[src/rtl/spi_reg_ctrl_if.sv]
// Register request/response port between a register client and spi_reg_ctrl.
// The client drives the request and consumes the response; the sequencer does the opposite.
interface spi_reg_ctrl_if #(
  parameter int unsigned ADDR_W = 15,
  parameter int unsigned DATA_W = 16
);
  logic              req_valid;
  logic              req_ready;
  logic              req_rw;
  logic [ADDR_W-1:0] req_addr;
  logic [DATA_W-1:0] req_wdata;
  logic              rsp_valid;
  logic              rsp_ready;
  logic [DATA_W-1:0] rsp_rdata;
  logic              rsp_err;

  modport master (
    output req_valid, req_rw, req_addr, req_wdata, rsp_ready,
    input  req_ready, rsp_valid, rsp_rdata, rsp_err
  );

  modport slave (
    input  req_valid, req_rw, req_addr, req_wdata, rsp_ready,
    output req_ready, rsp_valid, rsp_rdata, rsp_err
  );
endinterface

[src/rtl/spi_reg_ctrl.sv]
// Register-access sequencer in front of the SPI master: one request at a time becomes one
// frame pushed into the master, with a timeout that soft-resets the master and returns an error.
module spi_reg_ctrl #(
  parameter int unsigned ADDR_W      = 15,
  parameter int unsigned DATA_W      = 16,
  parameter int unsigned TIMEOUT_CYC = 100000,
  parameter int unsigned ABORT_CYC   = 4
) (
  input  logic                 clk,
  input  logic                 rst_n,
  spi_reg_ctrl_if.slave        bus,
  output logic [31:0]          spi_tdata,
  output logic                 spi_tvalid,
  input  logic                 spi_tready,
  input  logic [31:0]          spi_rdata,
  input  logic                 spi_rvalid,
  output logic                 spi_rready,
  input  logic [15:0]          wr_data_num,
  output logic [1:0]           w_r_mode,
  output logic [5:0]           wr_width,
  output logic [5:0]           rd_width,
  output logic [15:0]          rd_target_num,
  output logic                 soft_rst_n
);

  localparam logic [2:0] StIdle  = 3'd0;
  localparam logic [2:0] StLoad  = 3'd1;
  localparam logic [2:0] StSend  = 3'd2;
  localparam logic [2:0] StWait  = 3'd3;
  localparam logic [2:0] StResp  = 3'd4;
  localparam logic [2:0] StAbort = 3'd5;

  logic [2:0]  state;
  logic        rw_q;
  logic [15:0] snap_q;
  logic [31:0] cnt;
  logic        timeout_hit;
  logic        wait_done;
  logic        unused_rdata;

  assign unused_rdata = ^spi_rdata[31:DATA_W];

  // >= rather than == so a SEND handshake landing on the last allowed cycle still aborts in WAIT
  assign timeout_hit = (TIMEOUT_CYC != 0) && (cnt >= TIMEOUT_CYC - 1);
  assign wait_done   = rw_q ? (spi_rvalid && spi_rready) : (wr_data_num != snap_q);

  always_ff @(posedge clk or negedge rst_n) begin
    if (!rst_n) begin
      state         <= StIdle;
      rw_q          <= 1'b0;
      snap_q        <= '0;
      cnt           <= '0;
      bus.req_ready <= 1'b1;
      bus.rsp_valid <= 1'b0;
      bus.rsp_rdata <= '0;
      bus.rsp_err   <= 1'b0;
      spi_tdata     <= '0;
      spi_tvalid    <= 1'b0;
      spi_rready    <= 1'b0;
      w_r_mode      <= 2'b01;
      wr_width      <= 6'(ADDR_W + 1 + DATA_W);
      rd_width      <= 6'(DATA_W);
      rd_target_num <= 16'd1;
      soft_rst_n    <= 1'b1;
    end else begin
      case (state)
        StIdle: begin
          if (bus.req_valid) begin
            bus.req_ready <= 1'b0;
            bus.rsp_rdata <= '0;
            rw_q          <= bus.req_rw;
            snap_q        <= wr_data_num;
            rd_width      <= 6'(DATA_W);
            rd_target_num <= 16'd1;
            if (bus.req_rw) begin
              w_r_mode  <= 2'b10;
              wr_width  <= 6'(ADDR_W + 1);
              spi_tdata <= (32'd1 << ADDR_W) | 32'(bus.req_addr);
            end else begin
              w_r_mode  <= 2'b01;
              wr_width  <= 6'(ADDR_W + 1 + DATA_W);
              spi_tdata <= (32'(bus.req_addr) << DATA_W) | 32'(bus.req_wdata);
            end
            state <= StLoad;
          end
        end
        StLoad: begin
          spi_tvalid <= 1'b1;
          cnt        <= '0;
          state      <= StSend;
        end
        StSend: begin
          if (spi_tready) begin
            spi_tvalid <= 1'b0;
            spi_rready <= rw_q;
            cnt        <= cnt + 32'd1;
            state      <= StWait;
          end else if (timeout_hit) begin
            spi_tvalid <= 1'b0;
            spi_rready <= 1'b0;
            soft_rst_n <= 1'b0;
            cnt        <= '0;
            state      <= StAbort;
          end else begin
            cnt <= cnt + 32'd1;
          end
        end
        StWait: begin
          if (wait_done) begin
            if (rw_q) begin
              bus.rsp_rdata <= spi_rdata[DATA_W-1:0];
            end
            spi_rready    <= 1'b0;
            bus.rsp_valid <= 1'b1;
            bus.rsp_err   <= 1'b0;
            state         <= StResp;
          end else if (timeout_hit) begin
            spi_tvalid <= 1'b0;
            spi_rready <= 1'b0;
            soft_rst_n <= 1'b0;
            cnt        <= '0;
            state      <= StAbort;
          end else begin
            cnt <= cnt + 32'd1;
          end
        end
        StAbort: begin
          if (cnt >= ABORT_CYC - 1) begin
            soft_rst_n    <= 1'b1;
            bus.rsp_valid <= 1'b1;
            bus.rsp_err   <= 1'b1;
            bus.rsp_rdata <= '0;
            state         <= StResp;
          end else begin
            cnt <= cnt + 32'd1;
          end
        end
        StResp: begin
          if (bus.rsp_ready) begin
            bus.rsp_valid <= 1'b0;
            bus.req_ready <= 1'b1;
            state         <= StIdle;
          end
        end
        default: state <= StIdle;
      endcase
    end
  end

endmodule
[src/flat_wrapper.sv]
// flat-port wrapper written by rule: the top's interface ports become plain ports
module spi_reg_ctrl_flat 
#(
  parameter int unsigned ADDR_W      = 15,
  parameter int unsigned DATA_W      = 16,
  parameter int unsigned TIMEOUT_CYC = 100000,
  parameter int unsigned ABORT_CYC   = 4
)
  (clk, rst_n, spi_tdata, spi_tvalid, spi_tready, spi_rdata, spi_rvalid, spi_rready, wr_data_num, w_r_mode, wr_width, rd_width, rd_target_num, soft_rst_n, bus_req_valid, bus_req_rw, bus_req_addr, bus_req_wdata, bus_rsp_ready, bus_req_ready, bus_rsp_valid, bus_rsp_rdata, bus_rsp_err);
  spi_reg_ctrl_if #(.ADDR_W(ADDR_W), .DATA_W(DATA_W)) bus_i ();
  input  logic clk;
  input  logic rst_n;
  output logic [31:0] spi_tdata;
  output logic spi_tvalid;
  input  logic spi_tready;
  input  logic [31:0] spi_rdata;
  input  logic spi_rvalid;
  output logic spi_rready;
  input  logic [15:0] wr_data_num;
  output logic [1:0] w_r_mode;
  output logic [5:0] wr_width;
  output logic [5:0] rd_width;
  output logic [15:0] rd_target_num;
  output logic soft_rst_n;
  input wire logic [$bits(bus_i.req_valid)-1:0] bus_req_valid;
  input wire logic [$bits(bus_i.req_rw)-1:0] bus_req_rw;
  input wire logic [$bits(bus_i.req_addr)-1:0] bus_req_addr;
  input wire logic [$bits(bus_i.req_wdata)-1:0] bus_req_wdata;
  input wire logic [$bits(bus_i.rsp_ready)-1:0] bus_rsp_ready;
  output wire logic [$bits(bus_i.req_ready)-1:0] bus_req_ready;
  output wire logic [$bits(bus_i.rsp_valid)-1:0] bus_rsp_valid;
  output wire logic [$bits(bus_i.rsp_rdata)-1:0] bus_rsp_rdata;
  output wire logic [$bits(bus_i.rsp_err)-1:0] bus_rsp_err;
  assign bus_i.req_valid = bus_req_valid;
  assign bus_i.req_rw = bus_req_rw;
  assign bus_i.req_addr = bus_req_addr;
  assign bus_i.req_wdata = bus_req_wdata;
  assign bus_i.rsp_ready = bus_rsp_ready;
  assign bus_req_ready = bus_i.req_ready;
  assign bus_rsp_valid = bus_i.rsp_valid;
  assign bus_rsp_rdata = bus_i.rsp_rdata;
  assign bus_rsp_err = bus_i.rsp_err;
  spi_reg_ctrl #(.ADDR_W(ADDR_W), .DATA_W(DATA_W), .TIMEOUT_CYC(TIMEOUT_CYC), .ABORT_CYC(ABORT_CYC)) u_core (.clk(clk), .rst_n(rst_n), .bus(bus_i), .spi_tdata(spi_tdata), .spi_tvalid(spi_tvalid), .spi_tready(spi_tready), .spi_rdata(spi_rdata), .spi_rvalid(spi_rvalid), .spi_rready(spi_rready), .wr_data_num(wr_data_num), .w_r_mode(w_r_mode), .wr_width(wr_width), .rd_width(rd_width), .rd_target_num(rd_target_num), .soft_rst_n(soft_rst_n));
endmodule
[config.mk]
export PLATFORM = sky130hd
export DESIGN_NAME = spi_reg_ctrl_flat
export DESIGN_NICKNAME = d
export VERILOG_FILES = /design/src/rtl/spi_reg_ctrl_if.sv /design/src/rtl/spi_reg_ctrl.sv /design/src/flat_wrapper.sv
export SDC_FILE = /design/constraint.sdc
export NUM_CORES = 1
export LEC_CHECK = 0
export BUFFER_PORTS_ARGS = -buffer_cell sky130_fd_sc_hd__buf_4
export CORE_ASPECT_RATIO = 2
export CORE_MARGIN = 2
export CORE_UTILIZATION = 35
export CTS_CLUSTER_DIAMETER = 80
export DETAILED_ROUTE_END_ITERATION = 8
export SYNTH_ARGS = -nofsm -noshare
export SYNTH_HDL_FRONTEND = slang
export SYNTH_SLANG_ARGS = --single-unit
export TNS_END_PERCENT = 10
[constraint.sdc]
create_clock -name clk -period 4.8 [get_ports clk]
set_clock_uncertainty 0.1 [all_clocks]
set_input_delay 0.24 -clock clk [delete_from_list [all_inputs] [get_ports clk]]
set_output_delay 0.24 -clock clk [all_outputs]
set_load 0.01 [all_outputs]
==> impl_metrics.csv <==
group,metric,value,unit
run_status,status,"finished clean",
logic_synthesis,synth-warning-count,0,
global_routing,grt-ovfl-total,0,
logic_synthesis,ys_seq_area_frac,0.475,
critical_path,reg2reg_slack,1.90,ns
global_routing,grt_use_met1,0.198,
clock_network,ctsResizeCount,0,
global_routing,grt_antenna_before_repair,0,
clock_network,cts_inserted_buffers,9,
critical_path,critPathKind,"register to register",
pwr,p_total,3.89,mW
place,placed_area,6550,um2
finish,fin_nets,813,
run,maxCapViolations,0,
place,port-buffer-count,126,
finish,syn_to_final_growth,25.2,%
logic_synthesis,synth_ff_type,"dfrtp_1",
logic_synthesis,async_reset_ff_frac,1.00,
logic_synthesis,synth_edf_count,0,
critical_path,reg2reg_depth,9,
timing,setup_viol,0,
critical_path,critical_path.max_fanout,24,
critical_path,r2r_start,"u_core.cnt[0]",
pwr,p_leak,3.23,nW
timing,drv_slew,0,
floorplanning,core,15700,um2
critical_path,crit_end,"u_core.cnt[24]",
detailed_routing,first_iter_violations,260,
logic_synthesis,synthCells,613,
logic_synthesis,synth_top_area_cell,"dfrtp_1",
timing,period_minus_slack,2.90,ns
clock_network,clockRootBuffer,"clkbuf_16",
global_routing,grt_pass1_wl,24400,um
global_routing,grt.met2_usage,0.315,
clock_network,cts_sinks,106,
detailed_routing,drtAntennaViolNets,0,
timing,tns,0,ns
clock_network,cts_max_path_buffers,2,
critical_path,crit_path_start_kind,"register",
detailed_routing,drt-total-wl,14900,um
timing,min_period_over_period,0.604,
timing,maxSlewHeadroom,0.264,
floorplanning,ioPinCount,170,
finish,instances_no_fill,932,
critical_path,end_kind,"register",
finish,fin_util,0.446,
finish,drive_gt1_frac,0.220,
timing,hold_viol,0,
global_routing,grt_use_total,0.178,
global_routing,grt_pass1_vias,5015,
clock_network,cts_hold_buf,10,
global_routing,use_met3,0.0380,
finish,layout_commonest_cell,"buf_4",
logic_synthesis,synth.distinct_cells,59,
global_routing,top_usage_layer,"met2",
detailed_routing,wl_per_cell,16.0,um
pwr,powerDensity,556,nW/um2
floorplanning,die_h,183,um
logic_synthesis,yosysTopAreaCellShare,0.461,
critical_path,rr_endpoint,"u_core.cnt[24]",
critical_path,startpoint,"u_core.cnt[0]",
finish,layout_common_cells,"buf_4, nand2_1, dfrtp_1, o21ai_0, conb_1",
logic_synthesis,syn_area,5590,um2
timing,rsz0062_at_grt,"no",
clock_network,clk_latency,0.35,ns
place,dp_cells,906,
finish,antenna_cells,0,
floorplanning,chipWidth,93.3,um
worst_hold_path,min_path_type,"input port to register",
detailed_routing,drc_errors,0,
timing,fmax,345,MHz
worst_hold_path,min_from,"wr_data_num[11]",
global_routing,grt_start_max_net_pins,81,
floorplanning,die-area,17000,um2
pwr,vdd_ir_drop_max,0.286,mV
floorplanning,rows,65,
detailed_routing,via_per_inst,5.14,
clock_network,cts_htree_levels,3,
clock_network,cts_tree,"done",
finish,nFillCells,1568,
floorplanning,start_util,0.356,
detailed_routing,firstDrtPassIters,4,
logic_synthesis,synth-seq-cells,106,
detailed_routing,num_vias,4788,
place,hpwlAfterDp,10800,um
clock_network,clk_pin_slew_worst_paths,0.07,ns
finish,final_area,6990,um2
critical_path,critPathRequiredTime,4.92,ns
timing,max_slew.worst_pin.slew,1.10,ns
place,gp_congestion,0.873,
logic_synthesis,avgSynthCellArea,9.11,um2
clock_network,cts_setup_buffers,0,
critical_path,arrival,3.02,ns
logic_synthesis,netlist_top_cells_area,"dfrtp_1, nand2_1, buf_4, o21ai_0, nand2b_1",
==> kinds of logic (layout without fill, tap and decap cells) <==
family | Yosys count | after routing | share of synthesized area
compound gates | 162 | 162 | 0.185
flops | 106 | 106 | 0.475
buf+inv | 83 | 176 | 0.0797
other cells | 2 | 27 | 0.00134
simple gates | 228 | 228 | 0.204
mux | 15 | 15 | 0.0269
xor+xnor | 16 | 16 | 0.0251
fa+ha+maj | 1 | 1 | 0.00224
==> metal layers <==
layer  wire length [um]  share of wire
met1               5560           0.37
met4                507          0.034
met3                746          0.050
met2               8070           0.54
met5                  0              0
==> critical path, cell delays in order, from the launching register on <==
cell      delay (ns)
dfrtp_1         0.42
ha_1            0.28
and4_1          0.22
o311ai_1        0.41
nand4b_1        0.18
nand2_1         0.10
buf_4           0.22
o21ai_2         0.16
buf_4           0.26
o41ai_1         0.42
==> layout make-up <==
class,count,area (um2),share of cell area
Sequential cell,106,2660,0.380
Multi-Input combinational cell,449,2580,0.369
Clock buffer,9,225,0.0322
Timing Repair Buffer,144,1110,0.158
Clock inverter,7,116,0.0166
Inverter,16,60.1,0.00859
Tap cell,201,251,0.0360
==> per-stage QoR <==
stage                     setup slack (ns)  hold WS [ns]
after floorplan                       2.68        -0.156
after global placement                2.09         0.231
final                                 1.90       0.00857
after detailed placement              1.99         0.249
after global routing                  1.72       0.00893
after CTS                             1.95       0.00282
==> worst min path at each step <==
stage | endpoint | slack [ns] | cells past startpoint
2_1_floorplan | u_core.bus.rsp_err | -0.16 | 0
3_3_place_gp | u_core.cnt[21] | 0.23 | 1
3_5_place_dp | u_core.cnt[24] | 0.25 | 1
4_1_cts | u_core.snap_q[14] | 0.003 | 3
5_1_grt | u_core.bus.rsp_rdata[8] | 0.009 | 2
6_report | u_core.snap_q[11] | 0.009 | 3
==> cells in the mapped netlist, types with 3 or more instances <==
cell type / count
a22oi_1: 7
xnor2_1: 15
or3_1: 3
and2_1: 4
a21oi_1: 25
inv_1: 16
buf_4: 32
nand2_1: 107
nand2b_1: 25
o211ai_1: 5
clkbuf_1: 29
dfrtp_1: 103
o41ai_1: 4
dfstp_2: 3
buf_2: 5
o21ai_0: 46
nor2b_1: 3
nand3_1: 17
o31ai_1: 14
and4_1: 3
and3_1: 5
nor2_1: 21
nand4_1: 10
nor4_1: 8
o21ai_1: 21
mux2i_1: 15
nor3_1: 10
a31oi_1: 6
a22o_1: 16
==> state kept, by name, indices dropped and copies added, names as in the netlist <==
name / count
u_core.bus.rsp_valid: 1
u_core.w_r_mode: 1
u_core.snap_q: 16
u_core.bus.req_ready: 1
u_core.state: 3
u_core.bus.rsp_err: 1
u_core.soft_rst_n: 1
u_core.spi_rready: 1
u_core.spi_tdata: 31
u_core.bus.rsp_rdata: 16
u_core.spi_tvalid: 1
u_core.wr_width: 1
u_core.cnt: 32
==> report_power, final <==
group / total, mW / switching [mW] / internal (mW)
registers: 1.42 / 0.232 / 1.19
logic: 1.62 / 0.941 / 0.684
clock network: 0.845 / 0.335 / 0.510
total: 3.89 / 1.51 / 2.38
Note: power is estimated with default switching activity, not from simulation.
